===== src/rtl/shift_load_seq.sv =====
`timescale 1ns/1ps
// shift_load_seq
// ---------------------------------------------------------------------------
// Command sequencer for a parallel-load / bidirectional shift register that
// has no hold mode. One command (word, direction, shift count) is turned into
// one load cycle followed by N shift cycles. Outside a command the register is
// kept frozen by reloading a locally tracked shadow copy of its contents.
//
// Optional feature (compile-time macro SEQ_QUEUE_EN):
//   Adds a one-entry command buffer, so a command can be accepted while
//   another one executes. The buffered command starts on the completion edge
//   of the running one, so there is no idle cycle between them.
//
// Parameters:
//   width      data word width (must match the downstream register)
//   cnt_width  width of the shift-count field
//
// Ports:
//   clk         rising-edge clock, shared with the downstream register
//   rst_n       asynchronous active-low reset
//   start       command strobe
//   cmd_data    word to load
//   cmd_dir     shift direction, 0 = left, 1 = right
//   cmd_shifts  number of shift steps (0 allowed, >= width gives 0)
//   cmd_ready   a command is accepted at this edge if start = 1
//   busy        a command is executing
//   done        one-cycle pulse when the register holds the final value
//   mode        to register: 0 = load, 1 = shift
//   direction   to register: 0 = left, 1 = right
//   data_in     to register's parallel input
// ---------------------------------------------------------------------------
module shift_load_seq #(
    parameter int width     = 16,
    parameter int cnt_width = 5
) (
    input  logic                 clk,
    input  logic                 rst_n,
    input  logic                 start,
    input  logic [width-1:0]     cmd_data,
    input  logic                 cmd_dir,
    input  logic [cnt_width-1:0] cmd_shifts,
    output logic                 cmd_ready,
    output logic                 busy,
    output logic                 done,
    output logic                 mode,
    output logic                 direction,
    output logic [width-1:0]     data_in
);

    localparam logic [1:0] ST_IDLE  = 2'd0;
    localparam logic [1:0] ST_LOAD  = 2'd1;
    localparam logic [1:0] ST_SHIFT = 2'd2;

    localparam logic [cnt_width-1:0] CNT_ONE = {{(cnt_width-1){1'b0}}, 1'b1};

    // One shift step with zero fill, identical to what the register does.
    function automatic logic [width-1:0] shift_once(input logic [width-1:0] v,
                                                    input logic dir);
        if (dir)
            return {1'b0, v[width-1:1]};
        else
            return {v[width-2:0], 1'b0};
    endfunction

    logic [1:0]           state_reg,     state_next;
    logic [cnt_width-1:0] count_reg,     count_next;
    logic [width-1:0]     shadow_reg,    shadow_next;
    logic                 mode_reg,      mode_next;
    logic                 direction_reg, direction_next;
    logic [width-1:0]     data_in_reg,   data_in_next;
    logic                 busy_reg,      busy_next;
    logic                 done_reg,      done_next;
    logic                 cmd_ready_reg, cmd_ready_next;

`ifdef SEQ_QUEUE_EN
    logic                 buf_valid_reg,  buf_valid_next;
    logic [width-1:0]     buf_data_reg,   buf_data_next;
    logic                 buf_dir_reg,    buf_dir_next;
    logic [cnt_width-1:0] buf_shifts_reg, buf_shifts_next;
    logic                 launch_buf;
`endif

    logic             accept;
    logic             finish;
    logic             launch_cmd;
    logic [width-1:0] shifted;

    assign accept  = start & cmd_ready_reg;
    // The shadow always shifts in the direction latched for the running command.
    assign shifted = shift_once(shadow_reg, direction_reg);

    always_comb begin
        state_next     = state_reg;
        count_next     = count_reg;
        shadow_next    = shadow_reg;
        direction_next = direction_reg;
        mode_next      = 1'b0;
        data_in_next   = shadow_reg;   // default: freeze register by reloading it
        busy_next      = 1'b0;
        done_next      = 1'b0;
        finish         = 1'b0;
        launch_cmd     = 1'b0;
`ifdef SEQ_QUEUE_EN
        launch_buf      = 1'b0;
        buf_valid_next  = buf_valid_reg;
        buf_data_next   = buf_data_reg;
        buf_dir_next    = buf_dir_reg;
        buf_shifts_next = buf_shifts_reg;
`endif

        case (state_reg)
            ST_IDLE: begin
                if (accept)
                    launch_cmd = 1'b1;
            end
            ST_LOAD: begin
                if (count_reg == '0) begin
                    finish = 1'b1;   // data_in stays at shadow (= loaded word)
                end else begin
                    state_next = ST_SHIFT;
                    mode_next  = 1'b1;
                    busy_next  = 1'b1;
                end
            end
            ST_SHIFT: begin
                // The register shifts at this same edge, so the shadow
                // follows it step for step.
                shadow_next = shifted;
                count_next  = count_reg - CNT_ONE;
                if (count_reg == CNT_ONE) begin
                    finish       = 1'b1;
                    data_in_next = shifted;
                end else begin
                    mode_next = 1'b1;
                    busy_next = 1'b1;
                end
            end
            default: begin
                state_next = ST_IDLE;
            end
        endcase

        if (finish) begin
            done_next  = 1'b1;
            state_next = ST_IDLE;
`ifdef SEQ_QUEUE_EN
            // The register already holds the final value after this edge,
            // so the next command may start loading right away.
            if (buf_valid_reg)
                launch_buf = 1'b1;
            else if (accept)
                launch_cmd = 1'b1;
`endif
        end

        if (launch_cmd) begin
            state_next     = ST_LOAD;
            mode_next      = 1'b0;
            data_in_next   = cmd_data;
            shadow_next    = cmd_data;
            direction_next = cmd_dir;
            count_next     = cmd_shifts;
            busy_next      = 1'b1;
        end

`ifdef SEQ_QUEUE_EN
        if (launch_buf) begin
            state_next     = ST_LOAD;
            mode_next      = 1'b0;
            data_in_next   = buf_data_reg;
            shadow_next    = buf_data_reg;
            direction_next = buf_dir_reg;
            count_next     = buf_shifts_reg;
            busy_next      = 1'b1;
            buf_valid_next = 1'b0;
        end
        // A command accepted while one is running waits in the buffer.
        if (accept && !launch_cmd) begin
            buf_valid_next  = 1'b1;
            buf_data_next   = cmd_data;
            buf_dir_next    = cmd_dir;
            buf_shifts_next = cmd_shifts;
        end
        cmd_ready_next = !buf_valid_next;
`else
        cmd_ready_next = !busy_next;
`endif
    end

    always_ff @(posedge clk or negedge rst_n) begin
        if (!rst_n) begin
            state_reg     <= ST_IDLE;
            count_reg     <= '0;
            shadow_reg    <= '0;
            mode_reg      <= 1'b0;
            direction_reg <= 1'b0;
            data_in_reg   <= '0;
            busy_reg      <= 1'b0;
            done_reg      <= 1'b0;
            cmd_ready_reg <= 1'b1;
        end else begin
            state_reg     <= state_next;
            count_reg     <= count_next;
            shadow_reg    <= shadow_next;
            mode_reg      <= mode_next;
            direction_reg <= direction_next;
            data_in_reg   <= data_in_next;
            busy_reg      <= busy_next;
            done_reg      <= done_next;
            cmd_ready_reg <= cmd_ready_next;
        end
    end

`ifdef SEQ_QUEUE_EN
    always_ff @(posedge clk or negedge rst_n) begin
        if (!rst_n) begin
            buf_valid_reg  <= 1'b0;
            buf_data_reg   <= '0;
            buf_dir_reg    <= 1'b0;
            buf_shifts_reg <= '0;
        end else begin
            buf_valid_reg  <= buf_valid_next;
            buf_data_reg   <= buf_data_next;
            buf_dir_reg    <= buf_dir_next;
            buf_shifts_reg <= buf_shifts_next;
        end
    end
`endif

    assign cmd_ready = cmd_ready_reg;
    assign busy      = busy_reg;
    assign done      = done_reg;
    assign mode      = mode_reg;
    assign direction = direction_reg;
    assign data_in   = data_in_reg;

endmodule


===== config.mk =====
export PLATFORM = sky130hd
export DESIGN_NAME = shift_load_seq
export DESIGN_NICKNAME = d
export VERILOG_FILES = /design/src/rtl/shift_load_seq.sv
export SDC_FILE = /design/constraint.sdc
export NUM_CORES = 1
export LEC_CHECK = 0
export ABC_CLOCK_PERIOD_IN_PS = 1500
export BUFFER_PORTS_ARGS = -buffer_cell sky130_fd_sc_hd__clkbuf_2
export CELL_PAD_IN_SITES_DETAIL_PLACEMENT = 0
export CELL_PAD_IN_SITES_GLOBAL_PLACEMENT = 1
export CORE_MARGIN = 1.5
export CORE_UTILIZATION = 38
export DETAILED_ROUTE_END_ITERATION = 10
export GPL_ROUTABILITY_DRIVEN = 0
export PLACE_DENSITY_LB_ADDON = 0.1
export SYNTH_ARGS = -nofsm -noshare
export SYNTH_HDL_FRONTEND = slang
export SYNTH_SLANG_ARGS = --single-unit

===== constraint.sdc =====
create_clock -name clk -period 1.5 [get_ports clk]
set_input_delay 0.15 -clock clk [delete_from_list [all_inputs] [get_ports clk]]
set_output_delay 0.15 -clock clk [all_outputs]
set_load 0.05 [all_outputs]

[Word-level counts from Yosys, hierarchy flattened]
Index checks and enable logic that the tools add are counted.
Storage, ports and cells
  output and inout port bits: 21
  input port bits: 25
  word-level logic and storage cells: 45
  register bits: 44
Cells by class
  add/sub/neg operators: 1
  multiplexer cells: 23
  equal/unequal tests: 5
  bitwise logic cells: 1
  reductions and logical operators: 6
Operator list (number)
  $mux 16: 6
  $mux 5: 2
  $mux 1: 9
  $mux 2: 3
  $eq 5x1->1 const B: 1
  $logic_not 5->1: 1
  $sub 5x1->5 const B: 1
  $ne 4x4->1 const B: 1
  $pmux 1 s2: 2
  $pmux 2 s2: 1
  $ne 3x1->1 const B: 1
  $eq 2x1->1 const B: 1
  $eq 2x2->1 const B: 1
  $logic_not 2->1: 1
  $reduce_and 2->1: 1
  $reduce_bool 2->1: 1
  $reduce_or 2->1: 1
  $and 1x1->1: 1
  $logic_not 1->1: 1

[Depth between registers and ports, before layout]
Gate-level depths: netlist of the first run.
  word-level depth: 5
  depth in mapped cells: 7

[Worst setup path after synthesis of the first run]
OpenSTA, ideal clock, no wires.
  path type: reg-to-reg
  start point: reg direction_reg (netlist: direction)
  end point: reg data_in_reg[12] (netlist: data_in[12])
  cell stages (with the launch flop): 6
  period minus slack after synthesis: 1.636 ns
  data arrival time: 1.502 ns
  path buffers: 2
  path slack: -0.136 ns
  cells stage by stage: dfrtp_1 -> buf_4 -> buf_4 -> mux2i_1 -> and3_2 -> o31ai_1
Between the ends
  longest elaborated chain between the ends: 4
RTL lines
  start: declaration: RTL line 69  | logic direction_reg, direction_next;
  start signal: assignment: RTL line 206  | direction_reg <= direction_next;
  $mux 16: RTL line 59  | if (dir)
  $mux 16: RTL line 130  | if (count_reg == CNT_ONE) begin
  $mux 16: RTL line 111  | case (state_reg)
  $mux 16: RTL line 156  | if (launch_cmd) begin
  via data_in_next[12]: RTL line 70  | logic [width-1:0] data_in_reg, data_in_next;
  end signal: assignment: RTL line 207  | data_in_reg <= data_in_next;
  end: declaration: RTL line 70
The timed path passes the listed nets, and every way through them passes these cells.
A chain may end at the register's enable or synchronous reset.

[Final worst setup path of the first run]
  start point: reg count_reg[1]
  end point: reg data_in_reg[7] (netlist: data_in[7])
Between the ends
  longest elaborated chain between the ends: 4
RTL lines
  start: declaration: RTL line 66  | logic [cnt_width-1:0] count_reg, count_next;
  start signal: assignment: RTL line 203  | count_reg <= count_next;
  $eq 5x1->1: RTL line 130
  $mux 16: RTL line 130
  $mux 16: RTL line 111
  $mux 16: RTL line 156
  via data_in_next[7]: RTL line 70
The timed path passes the listed nets, and every way through them passes these cells.

==> results of run 1 <==
[final timing paths]
path | end | slack, ns | cells past startpoint
max | data_in[7]$_DFF_PN0_ | -0.1 | 7
min | direction$_DFFE_PN0P_ | 0.03 | 3
max reg2reg | data_in[7]$_DFF_PN0_ | -0.1 | 7
min reg2reg | state_reg[1]$_DFFE_PN0P_ | 0.58 | 2
max in group asynchronous | data_in[5]$_DFF_PN0_ | 0.71 | 3
min in group asynchronous | mode$_DFF_PN0_ | 0.29 | 2
[worst max-delay path, delay by kind of cell, from the launching register on]
family          cells  cell delay [ns]
fa+ha+maj           1             0.14
flops               1             0.40
compound gates      2             0.30
buf+inv             3             0.43
simple gates        1             0.23
[per-layer routing]
metal	share of wire (%)	GRT usage (%)	up-vias	wire length [microns]
met5	0	0	-	0
met4	2.7	7.63	0	182
met3	4.0	2.89	15	267
met2	50	29.4	52	3320
met1	43	23.2	1006	2890
li1	-	-	1009	-
[layout by cell type, fill, tap and decap left out, drive strengths merged, types with 2 or more instances in the layout]
| master | instances |
|---|---|
| nor3 | 2 |
| o21ai | 3 |
| mux2i | 14 |
| clkbuf | 59 |
| a311oi | 3 |
| a211oi | 3 |
| xnor2 | 2 |
| o31ai | 16 |
| ha | 6 |
| a21oi | 17 |
| a211o | 14 |
| and2 | 2 |
| buf | 34 |
| nor2 | 21 |
| inv | 4 |
| nor4b | 3 |
| dfrtp | 43 |
| and3 | 17 |
| nand2 | 39 |
[synth_stat cells, drive strengths merged]
cell    number  area share (%)
dfrtp       43              46
nand2       39             6.2
nor2        21             3.3
a21oi       17             3.6
and3        16             4.5
o31ai       16             5.3
a211o       14             5.2
mux2i       14             5.9
buf         12             3.9
clkbuf       9             1.4
ha           6             3.2
inv          4            0.64
a211oi       3            0.95
a311oi       3             1.1
nor4b        3             1.7
o21ai        3            0.64
and2         2            0.58
nor3         2            0.42
xnor2        2            0.74
a21o         1            0.32
a22o         1            0.37
a31oi        1            0.27
dfstp        1             1.1
mux2         1            0.48
nand2b       1            0.27
nand3        1            0.21
o21ba        1            0.42
o22ai        1            0.27
or2          1            0.27
or3          1            0.27
or4          1            0.37
xor2         1            0.37
[layout make-up]
class	count	area, sq um	share of cell area (%)
Timing Repair Buffer	87	831	23.2
Multi-Input combinational cell	174	1420	39.5
Clock buffer	7	96.3	2.69
Sequential cell	44	1100	30.8
Tap cell	75	93.8	2.62
Clock inverter	1	30.0	0.838
Inverter	4	15.0	0.419
[timing repair]
| item | CTS | global route |
|---|---|---|
| cloned | 2 | 9 |
| hold endpoints to repair | 11 | 0 |
| setup buffers | 6 | 8 |
| hold buffers | 1 | 0 |
| gates resized for setup | 29 | 50 |
| pin swaps | 16 | 26 |
| setup endpoints to repair | 35 | 41 |
[cells by family (layout without fill, tap and decap cells)]
group                      Yosys count  count (layout)  synth area share, %
AOI/OAI and AO/OA                   61              61                 18.5
xor gates and xnor gates             3               3                 1.11
adders and majority gates            6               6                 3.18
buffers and inverters               25              99                 5.99
DFF                                 44              44                 46.7
muxes                               15              15                 6.42
and+or+nand+nor                     88              89                 18.1
[power breakdown]
group	total (mW)	switching [mW]	internal (mW)
sequential	2.36	0.550	1.81
combinational	5.74	3.12	2.61
clock	1.02	0.435	0.588
total	9.12	4.11	5.01
[per-stage QoR]
stage / instances / TNS [ns]
final: 392 / -0.983
after detailed placement: 361 / -1.91
after global placement: 361 / -0.720
after floorplan: 242 / 0
after CTS: 376 / -0.634
after global routing: 392 / -3.11
==> impl_results.md, run 1 <==
- Placement Cell Area: 0.00279 sq mm
- Vias in the first global route: 1903
- Slew Limit Fails: 0
- Critical-path top delay cell: dfrtp_1
- Area Overhead vs Synth: 51.9%
- WS Path Type: reg -> reg
- # DRC: 0
- DP Worst Slack: -0.114 ns
- Crit path from: count_reg[1]$_DFFE_PN0P_
- Status: complete, but fails checks
- Max VDD drop: 1.37 mV
- RSZ-0062 raised after global routing: true
- Pwr/cell area: 2540 mW/mm^2
- Clock Sinks: 44
- Largest net degree at the start of global routing: 37
- Static leakage: 1.67 nW
- Die width: 81.8 microns
- Avg Synthesized Cell Area: 9.75 sq um
- Setup ws final: -0.0951 ns
- Final Hold Fails: 0
- # IOs: 46
- Crit path launch type: flop
- Crit end category: flop
- Clock transition at the registers of the reported paths: 0.09 ns
- # Max-Cap Violations: 0
- Synthesized area: 0.00236 sq mm
- Initial core utilization: 39.6%
- Sequential area share after synthesis: 46.7%
- DRT Pass-1 Iters: 4
- Clk Latency, worst-skew pair: 0.30 ns
- Tot GR Track Use: 17.9%
- Slew margin rel.: 74.2%
- CTS buffer count: 5
- HP Class: in -> reg
- Clk_skew: 0.00613 ns
- Routed len/inst: 17.0 microns
- Tmin final: 1.60 ns
- Fmax: 627 MHz
- Fin util: 60.2%
- Clock Tree Buf Depth: 2
- Period utilization: 106%
- CTS tree: done
- Final Setup Violations: 22
- Row cnt: 28
- Post-synth net total: 273
- Diode count: 0
- Worst-path maximum fanout: 5
- Yosys warns: 0
- Critical-path cell list: inv_2, ha_4, nor4b_4, buf_6, buf_16, a21oi_4, o31ai_2
- Root Driver: clkbuf_8
- Grt total ovfl: 0
- PortBufs: 45
- Worst-case hold slack: 0.0331 ns
- Tot Pwr: 9.12 mW
- Unique masters post-synth: 38
- Finished Cell Area: 0.00358 sq mm
- Die Height: 81.8 microns
- Overall routed net length: 6670 microns
- Core box area: 0.00596 sq mm
- Final ANT Viol Nets: 0
- Failing checks: setup timing
- Post-DP HPWL: 3550 microns
- Die area: 0.00669 sq mm
- First-pass GRT wire length: 9090 microns
- Initial antenna violation count: 0
- Crit-path max cell delay: 0.40 ns
- H-tree depth: 2
- Worst Max-Slew Pin Slew: 0.388 ns
- Hold path start: cmd_dir
- FF-to-FF Start: count_reg[1]$_DFFE_PN0P_
- Crit path required time: 1.70 ns
- Worst EP arrival: 1.80 ns
- Vias per inst: 5.31
- Post-synthesis cell count: 242
- Layout Nets: 347
- Layout fillers: 521
- Yosys reg bits: 44
- Vias: 2082
- Share of cells above drive strength 1: 48.3%
- DRT iter0 DRCs: 105
(Power assumes the default switching activity.)
==> inputs of run 2 (changes only) <==
--- a/config.mk
+++ b/config.mk
@@ -9,6 +9,7 @@
 export BUFFER_PORTS_ARGS = -buffer_cell sky130_fd_sc_hd__clkbuf_2
 export CELL_PAD_IN_SITES_DETAIL_PLACEMENT = 0
 export CELL_PAD_IN_SITES_GLOBAL_PLACEMENT = 1
+export CORE_ASPECT_RATIO = 0.75
 export CORE_MARGIN = 1.5
 export CORE_UTILIZATION = 38
 export DETAILED_ROUTE_END_ITERATION = 10
==> run 2 against run 1 <==
  * The flow still finishes with violations (setup timing)
  * Clock skew is 0.0018 ns higher
  * Critical path depth stayed put
  * Routed wire length is 15% lower
  * Sequential power is 2% lower
  * Highest routed layer unchanged
  * Final cell count is 0.26% higher
==> impl_results.md, run 2 (same netlist as run 1, synthesis figures left out) <==
- Status: complete, but fails checks
- Failing checks: setup timing
- Placement Cell Area: 0.00287 sq mm (+2.9%)
- Slew margin rel.: 73.9% (-0.25 points)
- Clock Tree Buf Depth: 2 (unchanged)
- First-pass GRT wire length: 9220 microns (+1.4%)
- Max VDD drop: 0.945 mV (-31%)
- Worst-path maximum fanout: 3 (-2)
- CTS buffer count: 5 (unchanged)
- Most frequent cells in the layout: 45 x clkbuf_2, 42 x dfrtp_1, 38 x nand2_1, 27 x buf_4, 18 x nor2_1
- Setup ws final: -0.0614 ns (+0.0337 ns)
- Slew Limit Fails: 0 (unchanged)
- Worst Max-Slew Pin Slew: 0.386 ns (-0.00165 ns)
- Core box area: 0.00592 sq mm (-0.67%)
- FF-to-FF Start: count_reg[1]$_DFFE_PN0P_
- DRT Pass-1 Iters: 4 (unchanged)
- H-tree depth: 2 (unchanged)
- Grt total ovfl: 0 (unchanged)
- Tmin final: 1.56 ns (-0.0337 ns)
- Vias in the first global route: 1862 (-2.2%)
- Clock transition at the registers of the reported paths: 0.09 ns (about the same)
- Area Overhead vs Synth: 37.0%
- WS Path Type: reg -> reg
- Non-Filler Instances: 393 (+0.26%)
- R2R setup slack: -0.06 ns (+0.03 ns)
- Clk_skew: 0.00789 ns (+0.00177 ns)
- HP Class: in -> reg
- Die width: 94.0 microns (+15%)
- RSZ-0062 raised after global routing: true
- Crit path launch type: flop
- Crit path to: state_reg[0]$_DFFE_PN0P_
- Share of cells above drive strength 1: 40.6% (-7.6 points)
- Initial core utilization: 39.9% (+0.27 points)
- Final ANT Viol Nets: 0 (unchanged)
- Worst-case hold slack: 0.0617 ns (+0.0286 ns)
- Post-DP HPWL: 3760 microns (+5.9%)
- Worst R2R End: state_reg[0]$_DFFE_PN0P_
- Period utilization: 104% (-2.2 points)
- Tot Pwr: 8.08 mW (-11%)
- Root Driver: clkbuf_8
- Row cnt: 24 (-14%)
- # Max-Cap Violations: 0 (unchanged)
- Initial antenna violation count: 0 (unchanged)
- Routed len/inst: 14.3 microns (-16%)
- Vias: 1987 (-4.6%)
- Crit-path max cell delay: 0.36 ns (-0.04 ns)
- Crit path required time: 1.70 ns (about the same)
- Final Hold Fails: 0 (unchanged)
- Clock Sinks: 44 (unchanged)
- Die area: 0.00670 sq mm (about the same)
- Vias per inst: 5.06 (-4.8%)
- Worst reg2reg path depth: 7 (unchanged)
- TNS Setup: -0.171 ns (+0.811 ns)
- Critical-path top delay cell: dfrtp_1
- Fmax: 640 MHz (+2.2%)
- Diode count: 0 (unchanged)
- Final Setup Violations: 11 (-50%)
- Finished Cell Area: 0.00323 sq mm (-9.8%)
- Crit end category: flop
- Largest net degree at the start of global routing: 27 (-27%)
- Static leakage: 1.57 nW (-6.2%)
- Critical-path cell list: inv_2, buf_4, ha_2, buf_4, a22o_1, and3_4, o31ai_2
- Fin util: 54.7% (-5.5 points)
- Layout Nets: 345 (-0.58%)
- CP most frequent cell: buf_4
- # IOs: 46 (unchanged)
- CTS tree: done
- Worst EP arrival: 1.76 ns (-0.04 ns)
- Pwr/cell area: 2500 mW/mm^2 (-1.7%)
- # DRC: 0 (unchanged)
- DRT iter0 DRCs: 44 (-58%)
- Most common cell after layout, fill and taps aside: clkbuf_2
- Die Height: 71.2 microns (-13%)
- Tot GR Track Use: 17.6% (-0.32 points)
- Placed insts: 376 (+4.2%)
- DP Worst Slack: -0.127 ns (-0.0130 ns)
- Overall routed net length: 5640 microns (-15%)
- PortBufs: 45 (unchanged)
- Clk Latency, worst-skew pair: 0.29 ns (about the same)
- Crit path from: count_reg[1]$_DFFE_PN0P_
run 2: changes by cell type in the layout (fill, tap and decap cells not counted), sizes merged:
| cell | previous run | this run |
|---|---|---|
| and3 | 17 | 16 |
| clkbuf | 59 | 54 |
| buf | 34 | 38 |
run 2: timing repair:
item / in CTS / in global routing
gates resized for setup: 20 / 14
gates cloned: 0 / 2
endpoints found under the hold margin: 44 / 0
hold buffers: 1 / 0
setup endpoints to repair: 40 / 34
pin swaps: 10 / 3
setup buffers: 4 / 2
run 2: worst min path at each step:
stage                     cells past startpoint     startpoint                         to  slack (ns)
after global routing                          3  cmd_shifts[1]   count_reg[1]$_DFFE_PN0P_        0.06
after floorplan                               0          rst_n             busy$_DFF_PN0_       -0.15
after global placement                        1          rst_n             done$_DFF_PN0_      0.0004
after CTS                                     3    cmd_data[2]  shadow_reg[2]$_DFFE_PN0P_        0.05
final                                         3    cmd_data[2]  shadow_reg[2]$_DFFE_PN0P_        0.06
after detailed placement                      1          rst_n             done$_DFF_PN0_      -0.001
run 2: worst max-delay path, delay by kind of cell (launching register included):
family	cells	cell delay, ns
AOI/OAI and AO/OA	2	0.43
adders and majority gates	1	0.17
buffers and inverters	3	0.34
DFF	1	0.36
and+or+nand+nor	1	0.18
run 2: cell type report:
class                   count  area, sq um
fillers                   533         2680
multi-input cells         173         1260
flip-flops and latches     44         1100
repair buffers             86          649
well taps                  78         97.6
clock buffers               7         76.3
clock inverters             1         30.0
inverters                   4         15.0
run 2: where the power goes:
group / internal [mW] / total, mW / switching [mW]
Combinational: 2.10 / 4.86 / 2.77
Sequential: 1.81 / 2.32 / 0.514
Clock: 0.499 / 0.899 / 0.400
Total: 4.40 / 8.08 / 3.68
run 2: metal layers:
layer,vias to the layer above,global-route usage (%),wire [microns]
met1,935,27.2,3130
met2,46,24.7,2280
li1,1002,-,-
met3,4,3.61,184
met4,0,4.98,41
met5,-,0,0
